==> src/rtl/hazard_ctrl_pkg.sv <==
// Shared pipeline definitions for the hazard controller: state encodings,
// drain depth, counter widths and the pipeline-control bundle with its
// fixed per-mode values.
package hazard_ctrl_pkg;

  localparam int unsigned REG_W   = 3;
  localparam int unsigned STALL_W = 16;
  localparam int unsigned DCNT_W  = 2;

  localparam logic [DCNT_W-1:0]  DRAIN_DEPTH = DCNT_W'(3);
  localparam logic [STALL_W-1:0] STALL_MAX   = {STALL_W{1'b1}};

  typedef enum logic [1:0] {
    RUN    = 2'b00,
    DRAIN  = 2'b01,
    HALTED = 2'b10
  } state_e;

  // Pipeline register load/flush controls driven by the hazard unit.
  typedef struct packed {
    logic pc_write;
    logic if_id_write;
    logic if_id_flush;
    logic id_ex_write;
    logic id_ex_flush;
    logic ex_mem_write;
    logic mem_wb_bubble;
  } pipe_ctrl_t;

  // Everything advances, nothing squashed.
  localparam pipe_ctrl_t CTRL_NORMAL = '{pc_write: 1'b1, if_id_write: 1'b1,
                                         if_id_flush: 1'b0, id_ex_write: 1'b1,
                                         id_ex_flush: 1'b0, ex_mem_write: 1'b1,
                                         mem_wb_bubble: 1'b0};

  // Whole pipeline frozen; WB sees a bubble so nothing retires twice.
  localparam pipe_ctrl_t CTRL_FREEZE = '{pc_write: 1'b0, if_id_write: 1'b0,
                                         if_id_flush: 1'b0, id_ex_write: 1'b0,
                                         id_ex_flush: 1'b0, ex_mem_write: 1'b0,
                                         mem_wb_bubble: 1'b1};

  // Values held while rst is asserted: front of the pipe squashed, no retire.
  localparam pipe_ctrl_t CTRL_RESET  = '{pc_write: 1'b0, if_id_write: 1'b0,
                                         if_id_flush: 1'b1, id_ex_write: 1'b0,
                                         id_ex_flush: 1'b1, ex_mem_write: 1'b0,
                                         mem_wb_bubble: 1'b1};

endpackage

==> src/rtl/hazard_ctrl_loaduse_detect.sv <==
// Purely combinational load-use hazard comparator.
// Ports: ID source registers and their use flags, ID_EX load/destination
// info in; hazard_c high when the ID instruction needs a load result that
// is still in EX.
module loaduse_detect
  import hazard_ctrl_pkg::*;
(
  input  logic [REG_W-1:0] id_rs,
  input  logic [REG_W-1:0] id_rt,
  input  logic             id_rs_used,
  input  logic             id_rt_used,
  input  logic             ex_mem_read,
  input  logic [REG_W-1:0] ex_write_reg,
  input  logic             ex_reg_write,
  output logic             hazard_c
);

  logic rs_match;
  logic rt_match;

  assign rs_match = id_rs_used && (id_rs == ex_write_reg);
  assign rt_match = id_rt_used && (id_rt == ex_write_reg);
  assign hazard_c = ex_mem_read && ex_reg_write && (rs_match || rt_match);

endmodule

==> src/rtl/hazard_ctrl.sv <==
// Pipeline hazard controller: resolves data-memory stalls, taken branches,
// load-use hazards, HALT draining and instruction-memory stalls into
// pipeline-register load/flush controls, and counts stall cycles.
// Ports: clk/rst; ID, EX, IF/MEM stall and WB halt status in; per-stage
// write/flush/bubble controls, halted flag and 16-bit stall_count out.
module hazard_ctrl
  import hazard_ctrl_pkg::*;
(
  input  logic               clk,
  input  logic               rst,
  input  logic [REG_W-1:0]   id_rs,
  input  logic [REG_W-1:0]   id_rt,
  input  logic               id_rs_used,
  input  logic               id_rt_used,
  input  logic               id_halt,
  input  logic               ex_mem_read,
  input  logic [REG_W-1:0]   ex_write_reg,
  input  logic               ex_reg_write,
  input  logic               ex_branch_taken,
  input  logic               imem_stall,
  input  logic               dmem_stall,
  input  logic               wb_halt,
  output logic               pc_write,
  output logic               if_id_write,
  output logic               if_id_flush,
  output logic               id_ex_write,
  output logic               id_ex_flush,
  output logic               ex_mem_write,
  output logic               mem_wb_bubble,
  output logic               halted,
  output logic [STALL_W-1:0] stall_count
);

  state_e             state_q, state_d;
  logic [DCNT_W-1:0]  drain_cnt_q, drain_cnt_d;
  logic [STALL_W-1:0] stall_count_q, stall_count_d;
  pipe_ctrl_t         ctrl_c;
  logic               load_use_c;

  loaduse_detect u_loaduse_detect (
    .id_rs        (id_rs),
    .id_rt        (id_rt),
    .id_rs_used   (id_rs_used),
    .id_rt_used   (id_rt_used),
    .ex_mem_read  (ex_mem_read),
    .ex_write_reg (ex_write_reg),
    .ex_reg_write (ex_reg_write),
    .hazard_c     (load_use_c)
  );

  // Next state, drain counter and controls; causes resolved by fixed priority.
  always_comb begin
    state_d     = state_q;
    drain_cnt_d = drain_cnt_q;
    ctrl_c      = CTRL_NORMAL;
    unique case (state_q)
      RUN: begin
        if (dmem_stall) begin
          ctrl_c = CTRL_FREEZE;
        end else if (ex_branch_taken) begin
          ctrl_c.if_id_flush = 1'b1;
          ctrl_c.id_ex_flush = 1'b1;
        end else if (load_use_c) begin
          ctrl_c.pc_write    = 1'b0;
          ctrl_c.if_id_write = 1'b0;
          ctrl_c.id_ex_flush = 1'b1;
        end else if (id_halt) begin
          // HALT moves on to EX; stop fetching behind it.
          ctrl_c.pc_write = 1'b0;
          state_d         = DRAIN;
          drain_cnt_d     = DRAIN_DEPTH;
        end else if (imem_stall) begin
          ctrl_c.pc_write    = 1'b0;
          ctrl_c.if_id_flush = 1'b1;
        end
      end
      DRAIN: begin
        // Branches are ignored: nothing younger than HALT is worth keeping.
        if (dmem_stall) begin
          ctrl_c = CTRL_FREEZE;
        end else begin
          ctrl_c.pc_write    = 1'b0;
          ctrl_c.if_id_flush = 1'b1;
          if (drain_cnt_q != '0) drain_cnt_d = drain_cnt_q - DCNT_W'(1);
        end
        if (wb_halt) state_d = HALTED;
      end
      HALTED: begin
        ctrl_c = CTRL_FREEZE;
      end
      default: begin
        state_d = RUN;
      end
    endcase
    if (rst) ctrl_c = CTRL_RESET;
  end

  // Saturating count of RUN-state cycles that hold the PC.
  always_comb begin
    stall_count_d = stall_count_q;
    if ((state_q == RUN) && !ctrl_c.pc_write && (stall_count_q != STALL_MAX))
      stall_count_d = stall_count_q + STALL_W'(1);
  end

  always_ff @(posedge clk or posedge rst) begin
    if (rst) begin
      state_q       <= RUN;
      drain_cnt_q   <= '0;
      stall_count_q <= '0;
    end else begin
      state_q       <= state_d;
      drain_cnt_q   <= drain_cnt_d;
      stall_count_q <= stall_count_d;
    end
  end

  assign pc_write      = ctrl_c.pc_write;
  assign if_id_write   = ctrl_c.if_id_write;
  assign if_id_flush   = ctrl_c.if_id_flush;
  assign id_ex_write   = ctrl_c.id_ex_write;
  assign id_ex_flush   = ctrl_c.id_ex_flush;
  assign ex_mem_write  = ctrl_c.ex_mem_write;
  assign mem_wb_bubble = ctrl_c.mem_wb_bubble;
  assign halted        = (state_q == HALTED) && !rst;
  assign stall_count   = stall_count_q;

endmodule

==> config.mk <==
export PLATFORM = sky130hd
export DESIGN_NAME = hazard_ctrl
export DESIGN_NICKNAME = d
export VERILOG_FILES = /design/src/rtl/hazard_ctrl_pkg.sv /design/src/rtl/hazard_ctrl_loaduse_detect.sv /design/src/rtl/hazard_ctrl.sv
export SDC_FILE = /design/constraint.sdc
export NUM_CORES = 1
export LEC_CHECK = 0
export CORE_ASPECT_RATIO = 0.75
export CORE_MARGIN = 2
export CORE_UTILIZATION = 35
export DETAILED_ROUTE_END_ITERATION = 7
export GPL_TIMING_DRIVEN = 1
export PLACE_DENSITY = 0.76
export SLEW_MARGIN = 5
export SYNTH_ARGS = -nofsm -noshare
export SYNTH_HDL_FRONTEND = slang
export SYNTH_SLANG_ARGS = --single-unit
export TNS_END_PERCENT = 30
==> constraint.sdc <==
create_clock -name clk -period 1.62 [get_ports clk]
set_input_delay 0.162 -clock clk [delete_from_list [all_inputs] [get_ports clk]]
set_output_delay 0.162 -clock clk [all_outputs]
set_load 0.01 [all_outputs]
==> impl_metrics.env, run 1 <==
export IMPL_hold_violations=0
export IMPL_ys_ff_latch=18
export IMPL_grt_max_degree=19
export IMPL_skew_ns=0.00253
export IMPL_netlist_top_cells_area="dfrtp_1 38%, xnor2_1 13%, ha_1 7.4%"
export IMPL_synthArstFlopShare_pct=100
export IMPL_die_h_um=54.5
export IMPL_wl_per_cell_um=15.3
export IMPL_drt_initial_drc_count=106
export IMPL_layout_setup_ws_ns=-0.113
export IMPL_ios=44
export IMPL_p_leak_nw=0.966
export IMPL_nets=233
export IMPL_die_w_um=71.4
export IMPL_synth_edf_count=0
export IMPL_drt_first_pass_iters=4
export IMPL_drive_gt1_share_pct=34.8
export IMPL_grt_pass1_wl_um=5520
export IMPL_grt_pass1_vias=1182
export IMPL_worstSkewPairLatency_ns=0.25
export IMPL_synth_fp_nets=151
export IMPL_cts_root_buffer="clkbuf_8"
export IMPL_holdBufCountCts=0
export IMPL_overflow=0
export IMPL_multiInputGateArea_um2=830
export IMPL_cp_arrival_ns=1.87
export IMPL_dp_cells=232
export IMPL_r2r_setup_slack_ns=-0.11
export IMPL_nFillCells=238
export IMPL_die_area_um2=3890
export IMPL_viasPerCell=5.25
export IMPL_syn_area_um2=1190
export IMPL_pwr_share_clk_pct=11.0
export IMPL_syn_to_final_growth_pct=75.4
export IMPL_r2r_end="state_q[1]"
export IMPL_worstMarginPinSlew_ns=0.345
export IMPL_fin_crit_sh_pct=107
export IMPL_post_route_util_pct=64.0
export IMPL_drv_cap=0
export IMPL_synthMostInstantiatedCell="dfrtp_1"
export IMPL_hpwl_um=2620
export IMPL_wl_um=3720
export IMPL_synth_common_cells="18 x dfrtp_1, 17 x xnor2_1, 10 x nand4_1, 8 x inv_1, 8 x nand2_1"
export IMPL_dr_total_vias=1281
export IMPL_setup_viol=16
export IMPL_portBuffers=43
export IMPL_hold_path_class="input pin to async pin"
export IMPL_irDropWorstVdd_mv=0.804
export IMPL_comb_power_share_pct=65.6
export IMPL_rsz0062_at_grt="true"
export IMPL_drc=0
export IMPL_synth_warnings=0
export IMPL_clock_fmax_mhz=577
export IMPL_drv_slew=0
export IMPL_p_int_mw=1.75
export IMPL_h_tree_depth=1
export IMPL_cp_start_kind="flip-flop"
export IMPL_stdcell_count=244
export IMPL_regArea_um2=452
export IMPL_p_switching_mw=1.06
export IMPL_clockBufferDepth=2
export IMPL_synth_cell_types=29
export IMPL_timing_hold_ws_ns=0.158
export IMPL_r2r_start="state_q[0]"
export IMPL_yosys_area_top_type_share_pct=37.8
export IMPL_outcome="finished, violations left"
export IMPL_antenna_left=0
export IMPL_critPathCapture="state_q[1]"
export IMPL_cts_tree="done"
export IMPL_fin_crit_ns=1.73
export IMPL_p_sw_share_pct=37.8
export IMPL_cts_sinks=18
export IMPL_slew_limit_headroom_pct=76.9
export IMPL_cts_buffers_inserted=3
export IMPL_crit_start="state_q[0]"
export IMPL_crit_type="flip-flop to flip-flop"
export IMPL_synthCells=124
export IMPL_diodes=0
export IMPL_powerDensity_nw_per_um2=1350
export IMPL_core_um2=3270
export IMPL_place_congestion=0.813
export IMPL_antenna_found_initial=0
export IMPL_critPathMaxFanout=4
export IMPL_postSynthAreaPerCell_um2=9.61
export IMPL_worst_setup_path_end_kind="flip-flop"
export IMPL_r2r_cells=7
export IMPL_synth_ff_type="dfrtp_1"
export IMPL_synth_area_leader_cell="dfrtp_1"
export IMPL_rows=18
export IMPL_initial_core_util_pct=36.5
export IMPL_cp_required_ns=1.76
export IMPL_seq_area_frac_synth_pct=37.8
export IMPL_clk_pin_slew_ns=0.07
export IMPL_violations="negative setup slack"
export IMPL_seqPwrFrac_pct=23.5
export IMPL_grt_total_usage_pct=18.2
==> critical path: stages, from the launching register on <==
cell	delay, ns
dfrtp_1	0.43
inv_2	0.09
buf_6	0.13
ha_4	0.15
a21oi_2	0.16
nor2b_1	0.23
a41oi_2	0.09
mux2_4	0.34
==> how the worst min path moves through the flow <==
stage | end | cells after the start
after detailed placement | stall_count[5] | 2
final | stall_count[2] | 3
after global routing | stall_count[4] | 3
after CTS | stall_count[11] | 3
after global placement | stall_count[2] | 1
after floorplan | stall_count[0] | 1
==> layout by cell type (no fill, tap or decap), drive strengths merged, types with 2 or more instances in the layout <==
cell type,instances
ha,7
dfrtp,18
xnor2,17
nor2,7
dlygate4sd2,11
clkdlybuf4s50,25
mux2,4
a21oi,6
nand2b,2
o21ai,5
a31oi,2
inv,8
nand4,10
and3,7
buf,41
clkbuf,4
nand3,5
nor2b,3
a41oi,2
nand2,9
==> sequential cells by signal, summed over array words and instances (netlist names) <==
register / flops
stall_count: 16
state_q: 2
==> power by group through the flow <==
stage | Clock (mW) | Combinational [mW] | Sequential, mW
after detailed placement | 0 | 1.43 | 0.640
after global routing | 0.340 | 1.97 | 0.674
after floorplan | 0 | 0.652 | 0.700
after CTS | 0.318 | 1.55 | 0.641
final | 0.308 | 1.85 | 0.661
after global placement | 0 | 1.39 | 0.629
==> final cells by class <==
class	instances	area share (%)
multi-input cells	95	39.7
repair buffers	80	32.9
flip-flops and latches	18	21.6
well taps	40	2.40
clock buffers	3	1.98
inverters	8	1.44
==> through the flow <==
stage          TNS (ns)  power, mW  setup WS (ns)  cell area, µm²
6_report         -0.620       2.81         -0.113            2090
5_1_grt           -1.83       2.98         -0.160            2090
4_1_cts          -0.269       2.51        -0.0810            1940
3_5_place_dp      -9.68       2.07         -0.604            1860
3_3_place_gp      -7.93       2.02         -0.542            1860
2_1_floorplan         0       1.35         0.0156            1190
==> logic make-up after synthesis <==
kind of cell             share of synthesized area [%]
AO/OA/AOI/OAI                                     11.6
AND/OR/NAND/NOR                                   21.7
XOR/XNOR                                          12.5
buffers and inverters                             4.41
adder cells (fa/ha/maj)                           7.35
flip-flops                                        37.8
multiplexers                                      4.62
==> what timing repair did <==
action / in CTS / in global routing
pin swaps: 9 / 15
buffers inserted: 2 / 7
gates resized for setup: 49 / 22
setup endpoints to repair: 26 / 24
==> routing by layer <==
metal	track usage (%)	vias to the layer above	routed length, µm
li1	-	606	-
met3	3.13	4	138
met1	24.7	631	1660
met4	2.83	0	31
met2	31.5	40	1890
met5	0	-	0
No activity file was read; power rests on OpenSTA's default activity.
==> inputs of run 2 (changes only) <==
--- a/config.mk
+++ b/config.mk
@@ -10,7 +10,7 @@
 export CORE_UTILIZATION = 35
 export DETAILED_ROUTE_END_ITERATION = 7
 export GPL_TIMING_DRIVEN = 1
-export PLACE_DENSITY = 0.76
+export PLACE_DENSITY = 0.66
 export SLEW_MARGIN = 5
 export SYNTH_ARGS = -nofsm -noshare
 export SYNTH_HDL_FRONTEND = slang
==> constraint.sdc (replaced) <==
create_clock -name clk -period 1.95 [get_ports clk]
set_input_delay 0.195 -clock clk [delete_from_list [all_inputs] [get_ports clk]]
set_output_delay 0.195 -clock clk [all_outputs]
set_load 0.01 [all_outputs]
==> run 2 against run 1 <==
The flow now finishes without violations. Critical path depth unchanged. Non-clock buffer count down 30. Clock-buffer cell count up 1. Utilization down 11 points. Clock power down 5%. Global-route usage down 2.7 points. Hold slack better by 0.34 ns. Sequential power down 14%. First-iteration DRC count down 63%. Combinational power down 49%. Sequential share of layout area up 4.3 points. Critical path type is now input pin to output pin.
==> impl_metrics.env, run 2 (synthesis gave the netlist of run 1 again) <==
export IMPL_drt_first_pass_iters=4
export IMPL_clk_pin_slew_ns=0.07
export IMPL_cp_arrival_ns=1.74
export IMPL_p_leak_nw=0.740
export IMPL_rows=18
export IMPL_dr_total_vias=1093
export IMPL_crit_type="input pin to output pin"
export IMPL_largest_reg_flops=16
export IMPL_cp_start_kind="input pin"
export IMPL_nets=203
export IMPL_cts_sinks=18
export IMPL_cp_required_ns=1.75
export IMPL_p_switching_uw=658
export IMPL_hold_path_class="input pin to async pin"
export IMPL_clockBufferDepth=2
export IMPL_drv_slew=0
export IMPL_drc=0
export IMPL_powerDensity_nw_per_um2=1040
export IMPL_antenna_left=0
export IMPL_place_congestion=0.757
export IMPL_drive_gt1_share_pct=13.7
export IMPL_r2r_cells=8
export IMPL_clock_fmax_mhz=517
export IMPL_skew_ns=0.00283
export IMPL_wl_um=2900
export IMPL_die_w_um=71.4
export IMPL_antenna_found_initial=0
export IMPL_diodes=0
export IMPL_p_int_mw=1.15
export IMPL_syn_to_final_growth_pct=46.5
export IMPL_r2r_setup_slack_ns=0.11
export IMPL_nFillCells=296
export IMPL_overflow=0
export IMPL_setup_viol=0
export IMPL_r2r_end="stall_count[10]"
export IMPL_stdcell_count=215
export IMPL_worstSkewPairLatency_ns=0.25
export IMPL_ios=44
export IMPL_h_tree_depth=1
export IMPL_hpwl_um=2350
export IMPL_dp_cells=211
export IMPL_die_area_um2=3890
export IMPL_fin_crit_ns=1.93
export IMPL_cts_buffers_inserted=3
export IMPL_p_sw_share_pct=36.4
export IMPL_holdBufCountCts=0
export IMPL_layout_setup_ws_ns=0.0173
export IMPL_tns_ns=0
export IMPL_r2r_start="state_q[1]"
export IMPL_grt_total_usage_pct=15.5
export IMPL_worst_setup_path_end_kind="output pin"
export IMPL_p_total_mw=1.81
export IMPL_worstMarginPinSlew_ns=0.388
export IMPL_rsz0062_at_grt="true"
export IMPL_slew_limit_headroom_pct=73.9
export IMPL_final_cell_mix="36 x clkdlybuf4s50_1, 17 x xnor2_1, 17 x dfrtp_1"
export IMPL_timing_hold_ws_ns=0.502
export IMPL_fin_crit_sh_pct=99.1
export IMPL_grt_pass1_wl_um=4660
export IMPL_initial_core_util_pct=36.5
export IMPL_multiInputGateArea_um2=694
export IMPL_portBuffers=43
export IMPL_seqPwrFrac_pct=31.4
export IMPL_wl_per_cell_um=13.5
export IMPL_pre_cts_slack_ns=-0.370
export IMPL_post_route_util_pct=53.4
export IMPL_drt_initial_drc_count=39
export IMPL_hold_violations=0
export IMPL_dpl_cell_area_um2=1700
export IMPL_core_um2=3270
export IMPL_die_h_um=54.5
export IMPL_comb_power_share_pct=52.4
export IMPL_regArea_um2=452
export IMPL_viasPerCell=5.08
export IMPL_drv_cap=0
export IMPL_final_common_cell="clkdlybuf4s50_1"
export IMPL_cts_root_buffer="clkbuf_8"
export IMPL_grt_pass1_vias=1004
export IMPL_postCtsSetupBuffers=0
export IMPL_crit_start="id_rt[0]"
export IMPL_critPathMaxFanout=6
export IMPL_cts_tree="done"
export IMPL_grt_max_degree=19
export IMPL_irDropWorstVdd_mv=0.793
export IMPL_outcome="complete, no violations"
export IMPL_final_cell_area_um2=1750
export IMPL_pwr_share_clk_pct=16.2
[run 2: routing by layer]
metal,track usage [%],part of all wire [%]
met5,0,0
met4,4.40,1.3
met3,3.68,2.4
met2,25.0,47
met1,21.1,49
[run 2: final cells by class]
cell class | count | area share (%)
tap | 40 | 2.87
inverter | 8 | 1.72
clock buffer | 4 | 3.15
sequential | 18 | 25.9
timing repair buffer | 50 | 26.6
multi-input combinational | 95 | 39.8
[run 2: worst max-delay path by stage]
stage | to | slack, ns | cells past startpoint
after CTS | pc_write | 0.02 | 7
after global routing | pc_write | -0.06 | 7
final | pc_write | 0.02 | 7
after detailed placement | id_ex_flush | -0.37 | 7
after global placement | id_ex_flush | -0.28 | 7
after floorplan | stall_count[13] | 0.28 | 7
[run 2: power groups by stage]
stage          clock network, mW  logic (mW)  registers (mW)
6_report                   0.294       0.948           0.568
5_1_grt                    0.327        1.04           0.585
4_1_cts                    0.307       0.945           0.566
3_5_place_dp                   0       0.958           0.572
3_3_place_gp                   0       0.942           0.565
2_1_floorplan                  0       0.537           0.582
[run 2: worst max-delay path, stage by stage]
cell	delay, ns
clkdlybuf4s50_1	0.49
xnor2_1	0.14
nand4_1	0.12
a21o_1	0.26
a21oi_2	0.17
o32ai_1	0.11
clkdlybuf4s15_1	0.24
[run 2: timing repair]
item                                    4_1_cts  5_1_grt
pin swaps                                     2        3
endpoints found under the setup margin        4        8
hold endpoints to repair                      0        0
cloned                                        0        0
gates resized for setup                      13        8
